===== src/rtl/alu_seq_pkg.sv =====
// alu_seq_pkg: shared FSM state encodings and ALU opcode constants
package alu_seq_pkg;
    typedef enum logic [1:0] {
        IDLE   = 2'b00,
        WAIT_B = 2'b01,
        EXEC   = 2'b10,
        OUT    = 2'b11
    } state_t;
    localparam logic [1:0] OP_AND = 2'b00;
    localparam logic [1:0] OP_OR  = 2'b01;
    localparam logic [1:0] OP_ADD = 2'b10;
    localparam logic [1:0] OP_XOR = 2'b11;
endpackage


===== src/rtl/alu_operand_sequencer.sv =====
// alu_operand_sequencer: collects A then B, drives a sibling ALU, captures its result on a valid/ready output
// Optional result parity output when ALU_SEQ_PARITY_EN is defined.
module alu_operand_sequencer
    import alu_seq_pkg::*;
#(
    parameter int N     = 4,
    parameter int CNT_W = 8
) (
    input  logic             clk,
    input  logic             rst,
    input  logic [N-1:0]     din,
    input  logic             din_valid,
    output logic             din_ready,
    output logic [N-1:0]     alu_in0,
    output logic [N-1:0]     alu_in1,
    input  logic [N-1:0]     alu_out,
    output logic [N-1:0]     res,
    output logic             res_valid,
    input  logic             res_ready,
    output logic             busy,
    output logic [CNT_W-1:0] txn_count
`ifdef ALU_SEQ_PARITY_EN
    ,
    output logic             res_parity
`endif
);
    state_t state;
    logic   accept;
    assign din_ready = (state == IDLE) || (state == WAIT_B);
    assign busy      = state != IDLE;
    assign accept    = din_valid && din_ready;
    always_ff @(posedge clk) begin
        if (rst) begin
            state     <= IDLE;
            alu_in0   <= '0;
            alu_in1   <= '0;
            res       <= '0;
            res_valid <= 1'b0;
            txn_count <= '0;
`ifdef ALU_SEQ_PARITY_EN
            res_parity <= 1'b0;
`endif
        end else begin
            case (state)
                IDLE: if (accept) begin
                    alu_in0 <= din;
                    state   <= WAIT_B;
                end
                WAIT_B: if (accept) begin
                    alu_in1 <= din;
                    state   <= EXEC;
                end
                // ALU is combinational on the registered operands, so its result is ready here
                EXEC: begin
                    res       <= alu_out;
                    res_valid <= 1'b1;
`ifdef ALU_SEQ_PARITY_EN
                    res_parity <= ^alu_out;
`endif
                    state     <= OUT;
                end
                OUT: if (res_ready) begin
                    res_valid <= 1'b0;
                    txn_count <= txn_count + CNT_W'(1);
                    state     <= IDLE;
                end
            endcase
        end
    end
endmodule


===== config.mk =====
export PLATFORM = sky130hd
export DESIGN_NAME = alu_operand_sequencer
export DESIGN_NICKNAME = d
export VERILOG_FILES = /design/src/rtl/alu_seq_pkg.sv /design/src/rtl/alu_operand_sequencer.sv
export SDC_FILE = /design/constraint.sdc
export NUM_CORES = 1
export LEC_CHECK = 0
export ABC_AREA = 1
export CORE_AREA = 2 2 50 52
export CTS_BUF_LIST = sky130_fd_sc_hd__clkbuf_4 sky130_fd_sc_hd__clkbuf_8
export DETAILED_ROUTE_END_ITERATION = 10
export DIE_AREA = 0 0 52 54
export PLACE_DENSITY = 0.87
export SLEW_MARGIN = 20
export SYNTH_ARGS = -nofsm -noshare
export SYNTH_HDL_FRONTEND = slang
export SYNTH_SLANG_ARGS = --single-unit

===== constraint.sdc =====
create_clock -name clk -period 1.5 [get_ports clk]
set_input_delay 0.3 -clock clk [delete_from_list [all_inputs] [get_ports clk]]
set_output_delay 0.3 -clock clk [all_outputs]
set_load 0.03 [all_outputs]

After elaboration in Yosys (flattened, before gate mapping)
Cells that the tools add are included.
- register bits: 23
- word-level logic and storage cells: 29
- add/sub/neg operators: 1
- equality and inequality tests: 6
- muxes and demuxes: 6
- reductions and logical operators: 10
- operators by type and width (cell ; count):
    $add A8 B1 Y8 const B ; 1
    $pmux W2 S4 ; 1
    $reduce_and A2 Y1 ; 4
    $mux W2 ; 3
    $ne A2 B2 Y1 const B ; 3
    $eq A2 B2 Y1 const B ; 2
    $reduce_bool A2 Y1 ; 2
    $reduce_and A3 Y1 ; 1
    $eq A2 B1 Y1 const B ; 1
    $logic_not A2 Y1 ; 1
    $pmux W1 S2 ; 1
    $logic_and A1 B1 Y1 ; 1
    $logic_or A1 B1 Y1 ; 1
    $mux W1 ; 1

Depth between registers and ports, before layout
Gate-level depths: netlist (run 1).
- word-level depth: 5
- depth in mapped cells: 7
- depth with buffers taken out: 7

Worst setup path before layout (run 1)
Ideal clock, no wire load.
- kind: reg-to-reg
- start point: reg state[0]
- end point: reg state[0]
- setup time: 0.115 ns
- arrival time: 1.280 ns
- slack: 0.105 ns
- stages on the path, launching flop included: 8
- buffers on the path: 0
- path through: dfxtp_1 inv_1 ha_1 or2_1 nand2_1 nand3_1 nand2_1 nor2_1
- cells in the longest elaborated chain, start to end: 5
- ends and longest elaborated chain (item ; RTL line ; RTL):
    from (decl) ; alu_operand_sequencer.sv:27 ; state_t state;
    from (signal assigned) ; alu_operand_sequencer.sv:34 ; state <= IDLE;
    from (signal assigned) ; alu_operand_sequencer.sv:47 ; state <= WAIT_B;
    from (signal assigned) ; alu_operand_sequencer.sv:51 ; state <= EXEC;
    $eq A2 B1 Y1 or $logic_not A2 Y1 (tied branches) ; alu_operand_sequencer.sv:29 ; assign din_ready = (state == IDLE) || (state == WAIT_B);
    $logic_or A1 B1 Y1 * ; alu_operand_sequencer.sv:29 ;
    net din_ready ; alu_operand_sequencer.sv:13 ; output logic din_ready,
    $logic_and A1 B1 Y1 * ; alu_operand_sequencer.sv:31 ; assign accept = din_valid && din_ready;
    $ne A2 B2 Y1 (no line) ; n/a ;
    $reduce_and A3 Y1 (no line) * ; n/a ;
The timed path passes the listed nets; every way through them passes the cells marked *.
A chain may end at the register's enable or synchronous reset.

Worst setup path after layout (run 1)
- start point: reg state[1]
- end point: out din_ready
- cells in the longest elaborated chain, start to end: 2
- ends and longest elaborated chain (item ; RTL line):
    $eq A2 B1 Y1 or $logic_not A2 Y1 (tied branches) ; alu_operand_sequencer.sv:29
    $logic_or A1 B1 Y1 * ; alu_operand_sequencer.sv:29
    to (decl) ; alu_operand_sequencer.sv:13
Mark *: on every way between the ends. The rest lies on a longest branch, timed or not.

==> flow_summary.rst, run 1 <==
.. list-table::
   :header-rows: 1

   * - Metric
     - Value
   * - Crit path max-delay cell type
     - dfxtp_2
   * - Clock transition at the registers of the reported paths
     - 120 ps
   * - Relative slew slack
     - 66.7%
   * - Share of the synthesized area in compound gates (AO/OA/AOI/OAI)
     - 9.08%
   * - Area of the die
     - 2810 um^2
   * - First-pass GRT wire length
     - 3.68 mm
   * - PortBufs
     - 34
   * - Total via count after detailed routing
     - 1032
   * - Kind of cell adding the most delay to the critical path
     - flip-flops
   * - Via density per instance
     - 4.91
   * - Clk buf depth
     - 2
   * - Critical path type
     - flop to output port
   * - Violations in the final reports
     - negative setup slack
   * - Syn nets
     - 152
   * - # Max-Cap Violations
     - 0
   * - Startpoint types
     - flop
   * - Root buffer cell
     - clkbuf_4
   * - Max-slew violations
     - 0
   * - PwrDens
     - 1650 nW/um^2
   * - Final number of hold-violating endpoints
     - 0
   * - Met2 wire length
     - 1.20 mm
   * - CP Buf/Inv Count
     - 2
   * - Total number of H-tree levels
     - 1
   * - Count of cells along the worst register-to-register path
     - 8
   * - Main combinational cell family by area after synthesis
     - simple AND/OR/NAND/NOR gates
   * - Critical path origin
     - state[1]
   * - Utilization of the core after routing
     - 63.2%
   * - Slew at the pin closest to its max-slew limit
     - 498 ps
   * - Top metal layer carrying routed signals
     - met4
   * - Leakage power summed over all cells
     - 0.000721 uW
   * - Floorplan row count
     - 18
   * - Routed wl met3
     - 192 um
   * - Routed metal-1 wire length
     - 956 um
   * - Number of inserted diodes
     - 0
   * - FMAX
     - 0.635 GHz
   * - Via count of the first global-routing pass
     - 902
   * - Sequential cell area
     - 463 um^2
   * - Global route total overflow
     - 0
   * - Post-Syn Area
     - 992 um^2
   * - Data arrival, critical path
     - 1270 ps
   * - Total number of yosys warnings
     - 0
   * - Number of nets in the layout
     - 199
   * - Worst Hold Class
     - flop to flop
   * - Run status
     - complete, but fails checks
   * - Placer's final routability congestion estimate
     - 0.786
   * - Starting density of the core
     - 42.8%
   * - Type of element capturing the critical path
     - output port
   * - Largest fanout on the critical path
     - 3
   * - TritonRoute pass-1 iters
     - 4
   * - Hold Path Depth
     - 2
   * - DRT iter0 DRCs
     - 21
   * - Worst path required time
     - 1200 ps
   * - Avg Inst Size Synth
     - 7.40 um^2
   * - Final period demand of the worst path
     - 1570 ps
   * - Antenna violations before repair
     - 0
   * - Largest voltage drop on the vdd net
     - 1.16 mV
   * - FF+latch count, synth
     - 23
   * - Setup repair after global routing missed its margin
     - yes
   * - Biggest cell delay along the critical path
     - 360 ps
   * - Post-detailed-route count of antenna-violating nets
     - 0
   * - Final count of negative-setup-slack endpoints
     - 1
   * - CP Cell Sequence
     - inv_2 > ha_2 > or2_4 > buf_6
   * - Height of the chip
     - 54 um
   * - Commonest non-fill, non-tap cells in the layout
     - 41 x nor2_1, 21 x dfxtp_1, 20 x dlygate4sd2_1, 16 x nand2_1, 13 x o21ai_0
   * - Total length of routed wires
     - 2.40 mm
   * - Sequential cell area fraction in the yosys report
     - 46.4%
   * - Number of distinct library cells after synthesis
     - 14
   * - Worst r2r src
     - state[1]
   * - Clock buffers created by TritonCTS
     - 3
   * - GRT Total Usage
     - 18.1%
   * - Routed len/inst
     - 11.4 um
   * - Area overhead of the layout relative to synthesis
     - 47.7%
   * - Layout filler cell count
     - 214
   * - Post-CTS Hold Fix Bufs
     - 0
   * - Most common cell after layout, fill and taps aside
     - nor2_1
   * - Post-synthesis mux area share
     - 0%
   * - Worst-case setup margin in the final layout
     - -73.6 ps
   * - Source of the worst hold timing path
     - alu_in1[0]
   * - Share of the cycle needed by the critical path after routing
     - 105%
   * - Simple-gate share of the synthesized area
     - 30.1%
   * - Arithmetic-cell share of the synthesized area counting full adders, half adders and majority gates
     - 7.57%
   * - CTS tree
     - yes
   * - Clock insertion delay at the later pin of the skew report
     - 310 ps
   * - Half-perimeter wire length after detailed placement
     - 1.77 mm
   * - I/O pin total
     - 35
   * - Pin count of the biggest net entering global routing
     - 21
   * - Ratio of cells with drive above 1 in the final layout
     - 16.1%
   * - Synthesized netlist cell count
     - 134
   * - Die Wd
     - 52 um
   * - XOR/XNOR Fraction of Synth Area
     - 0.883%
   * - Detailed-route DRC error count
     - 0
   * - Total number of cells along the worst setup path
     - 4
   * - Footprint of the multi-input gates
     - 495 um^2
   * - Clock sinks
     - 23
   * - Total Power
     - 2410 uW
   * - Final setup skew
     - 1.78 ps
   * - Core area
     - 2320 um^2
cells by family (layout without fill, tap and decap cells):
kind of cell	after synthesis	after routing
AO/OA/AOI/OAI	18	18
XOR/XNOR	1	1
flip-flops	23	23
AND/OR/NAND/NOR	71	71
buffers and inverters	15	61
adder cells (fa/ha/maj)	6	6
per-stage QoR:
step | setup WS (ps) | instances | cell area (um^2) | setup TNS (ps) | hold WS [ps]
2_1_floorplan | 105 | 134 | 992 | 0 | 372
6_report | -73.6 | 210 | 1470 | -73.6 | 490
3_5_place_dp | -211 | 205 | 1430 | -236 | 471
3_3_place_gp | -193 | 205 | 1430 | -193 | 464
5_1_grt | -135 | 210 | 1470 | -187 | 529
4_1_cts | -117 | 209 | 1430 | -161 | 496
report_power, final:
part	switching [uW]	total (uW)	internal, uW
clock network	187	287	99.8
registers	73.6	830	756
logic	761	1300	535
flip-flops by register name (all words and copies together), names as in the netlist:
register / count
res_valid: 1
alu_in1: 4
alu_in0: 4
state: 2
res: 4
txn_count: 8
Yosys cell counts:
| library cell | number | area [um^2] |
|---|---|---|
| nor3_1 | 3 | 15.0 |
| nor2_1 | 42 | 158 |
| a21oi_1 | 5 | 25.0 |
| o21ai_0 | 13 | 65.1 |
| nand2_1 | 17 | 63.8 |
| nor2_4 | 1 | 11.3 |
| dfxtp_1 | 23 | 460 |
| xor2_1 | 1 | 8.76 |
| ha_1 | 6 | 75.1 |
| inv_1 | 13 | 48.8 |
| nand3_2 | 2 | 20.0 |
| nand3_1 | 5 | 25.0 |
| buf_2 | 2 | 10.0 |
| or2_1 | 1 | 6.26 |
area by class of cell:
type                       instances  area share [%]
clock buffer                       3            1.54
clock inverter                     1           0.342
inverter                          13            3.33
multi-input combinational         96            33.8
sequential                        23            31.6
tap                               30            2.56
timing repair buffer              44            26.8
routing by layer:
metal	vias up	GRT usage, %
met4	0	9.65
met3	5	5.28
met1	470	19.7
li1	514	-
met2	43	31.6
met5	-	0
worst paths after layout:
path	end	slack, ps
max	din_ready	-70
min	alu_in1[0]	490
max reg2reg	txn_count[5]	90
min reg2reg	alu_in1[0]	490
tightest hold or removal path, cell delays in order, from the launching register on:
cell and delay, ps:
dfxtp_1 340, nor2_1 40, nor2_1 80
what timing repair did:
| action | in CTS | in global routing |
|---|---|---|
| setup buffers | 0 | 1 |
| endpoints found under the setup margin | 23 | 3 |
| pin swaps | 0 | 2 |
| gates resized for setup | 31 | 10 |
No activity file was read; power rests on OpenSTA's default activity.
==> run 2, diff against run 1 <==
CORE_AREA = 2 2 53 55   (was 2 2 50 52)
CTS_CLUSTER_DIAMETER = 100   (was default)
DIE_AREA = 0 0 55 57   (was 0 0 52 54)
PLACE_DENSITY = 0.83   (was 0.87)
RECOVER_POWER = 50   (was default)
clock period = 1.4 ns   (was 1.5 ns; I/O delays follow)
==> run 2 against run 1 <==
The run still ends with negative setup slack left. Largest cell class unchanged. Setup slack lost 110 ps. Count of clock-buffer cells in the layout grew 1. Total power grew 21%. Critical path type unchanged. Global-route usage shrank 0.92 points. Largest power group unchanged.
==> flow_summary.rst, run 2 (synthesis results as in run 1) <==
.. list-table::
   :header-rows: 1

   * - Metric
     - Value
   * - Run status
     - complete, but fails checks
   * - Violations in the final reports
     - negative setup slack
   * - Ratio of cells with drive above 1 in the final layout
     - 25.9%
   * - Total length of routed wires
     - 2.72 mm
   * - Largest voltage drop on the vdd net
     - 1.00 mV
   * - Max-slew violations
     - 0
   * - Worst r2r src
     - state[1]
   * - CP Buf/Inv Count
     - 2
   * - Final number of hold-violating endpoints
     - 0
   * - Endpoint of the most critical register-to-register path
     - txn_count[7]
   * - Clock buffers created by TritonCTS
     - 3
   * - Worst Hold Class
     - flop to flop
   * - Post-detailed-route count of antenna-violating nets
     - 0
   * - Die Wd
     - 55 um
   * - Placer's final routability congestion estimate
     - 0.792
   * - Kind of cell adding the most delay to the critical path
     - flip-flops
   * - Critical path type
     - flop to output port
   * - Instance count after placement with tap cells included
     - 208
   * - Number of flip-flops under the largest register name
     - 8
   * - Floorplan row count
     - 19
   * - Final instance count without filler cells
     - 216
   * - Startpoint types
     - flop
   * - Clock transition at the registers of the reported paths
     - 140 ps
   * - Footprint of the multi-input gates
     - 587 um^2
   * - Utilization of the core after routing
     - 61.2%
   * - Comb power frac
     - 56.8%
   * - Critical path origin
     - state[0]
   * - Antenna violations before repair
     - 0
   * - Type of element capturing the critical path
     - output port
   * - Most common cell after layout, fill and taps aside
     - nor2_1
   * - Pin count of the biggest net entering global routing
     - 21
   * - Worst setup path endpoint
     - din_ready
   * - GRT Total Usage
     - 17.2%
   * - Via count of the first global-routing pass
     - 1020
   * - Worst-case setup margin in the final layout
     - -183 ps
   * - # Max-Cap Violations
     - 0
   * - CTS tree
     - yes
   * - Setup repair after global routing missed its margin
     - yes
   * - Total number of cells along the worst setup path
     - 4
   * - Height of the chip
     - 57 um
   * - Sequential cell area
     - 465 um^2
   * - Number of inserted diodes
     - 0
   * - PwrDens
     - 1820 nW/um^2
   * - First-pass GRT wire length
     - 3.94 mm
   * - Commonest non-fill, non-tap cells in the layout
     - 40 x nor2_1, 21 x dfxtp_1, 15 x nand2_1, 14 x buf_4, 13 x o21ai_0
   * - Clock insertion delay at the later pin of the skew report
     - 330 ps
   * - Largest fanout on the critical path
     - 3
   * - Starting density of the core
     - 37.9%
   * - Final setup skew
     - 15.6 ps
   * - CP Cell Sequence
     - inv_4 > ha_4 > or2_1 > buf_6
   * - Share of total power in the clock network
     - 11.7%
   * - Total via count after detailed routing
     - 1038
   * - Net switching power figure
     - 1250 uW
   * - Area of the die
     - 3140 um^2
   * - Top register by number of flip-flops
     - txn_count
   * - Count of cells along the worst register-to-register path
     - 7
   * - Leakage power summed over all cells
     - 0.000727 uW
   * - Relative slew slack
     - 63.4%
   * - Sw Share
     - 42.7%
   * - Total number of H-tree levels
     - 1
   * - Slew at the pin closest to its max-slew limit
     - 549 ps
   * - Area overhead of the layout relative to synthesis
     - 61.4%
   * - Worst path required time
     - 1120 ps
   * - Share of the cycle needed by the critical path after routing
     - 113%
   * - DRT iter0 DRCs
     - 21
   * - Half-perimeter wire length after detailed placement
     - 1.83 mm
   * - Crit path max-delay cell type
     - dfxtp_4
   * - Routed len/inst
     - 12.6 um
   * - PortBufs
     - 34
   * - I/O pin total
     - 35
   * - Detailed-route DRC error count
     - 0
   * - Clk buf depth
     - 2
   * - Data arrival, critical path
     - 1300 ps
   * - Via density per instance
     - 4.81
   * - Final period demand of the worst path
     - 1580 ps
   * - Clock sinks
     - 23
   * - Final count of negative-setup-slack endpoints
     - 2
   * - Global route total overflow
     - 0
   * - FMAX
     - 0.632 GHz
   * - TritonRoute pass-1 iters
     - 4
   * - Power share of the sequential group
     - 31.4%
   * - R2R setup slack
     - 70 ps
   * - Post-CTS Hold Fix Bufs
     - 0
   * - Biggest cell delay along the critical path
     - 410 ps
   * - Internal power
     - 1670 uW
   * - Layout filler cell count
     - 213
   * - Core area
     - 2620 um^2
   * - Number of nets in the layout
     - 204
   * - Root buffer cell
     - clkbuf_4
[run 2: cell count changes in the layout (fill, tap and decap cells not counted), sizes merged]
cell           delta
clkdlybuf4s15     +6
clkinv            -1
buf               +5
dlygate4sd2      -10
clkbuf            +5
[run 2: layout make-up]
cell class	count	area share, %
Multi-Input combinational cell	96	36.6
Timing Repair Buffer	49	26.6
Inverter	13	3.36
Sequential cell	23	29.1
Tap cell	31	2.42
Clock buffer	4	1.87
[run 2: worst min-delay path by stage]
stage,startpoint,to,slack (ps),cells past startpoint
3_3_place_gp,alu_in0[3],alu_in0[3],460,2
5_1_grt,alu_in0[0],alu_in0[0],510,2
6_report,alu_in0[3],alu_in0[3],500,2
4_1_cts,alu_in0[3],alu_in0[3],500,2
3_5_place_dp,alu_in0[3],alu_in0[3],480,2
2_1_floorplan,rst,txn_count[0],350,1
[run 2: repair_timing]
action / in CTS / in global routing
cloned: 0 / 0
resized for setup: 40 / 37
endpoints found under the setup margin: 23 / 22
buffers inserted: 2 / 4
pin swaps: 1 / 7
[run 2: stage by stage]
step                      setup TNS, ps  power [uW]  area, um^2  setup slack, ps  hold slack [ps]
after detailed placement          -1090        2270        1440             -326              477
after global routing               -397        3100        1600             -240              508
after floorplan                       0        1670         992             4.76              352
after global placement             -457        2210        1440             -273              463
final                              -264        2920        1600             -183              499
after CTS                          -234        2650        1490             -177              498
[run 2: worst min-delay path, stage by stage, from the launching register on]
cell and delay, ps:
dfxtp_1 340, nor2_1 90, nor2_1 50
[run 2: per-layer routing]
metal	GRT usage (%)	vias to the layer above	part of all wire, %
met5	0	-	0
met4	8.71	0	1.8
met3	3.93	6	5.0
met2	31.3	28	53
met1	17.3	480	40
li1	-	524	-
[run 2: power groups by stage]
stage	clock network [uW]	registers [uW]	logic (uW)
global placement	0	885	1330
detailed placement	0	898	1370
global route	387	934	1780
finish	342	917	1660
CTS	343	888	1420
floorplan	0	1140	530
==> run 3, diff against run 2 <==
CTS_CLUSTER_DIAMETER = 40   (was 100)
==> results of run 3 <==
Final layout, timing and power as in run 2 (identical DEF).
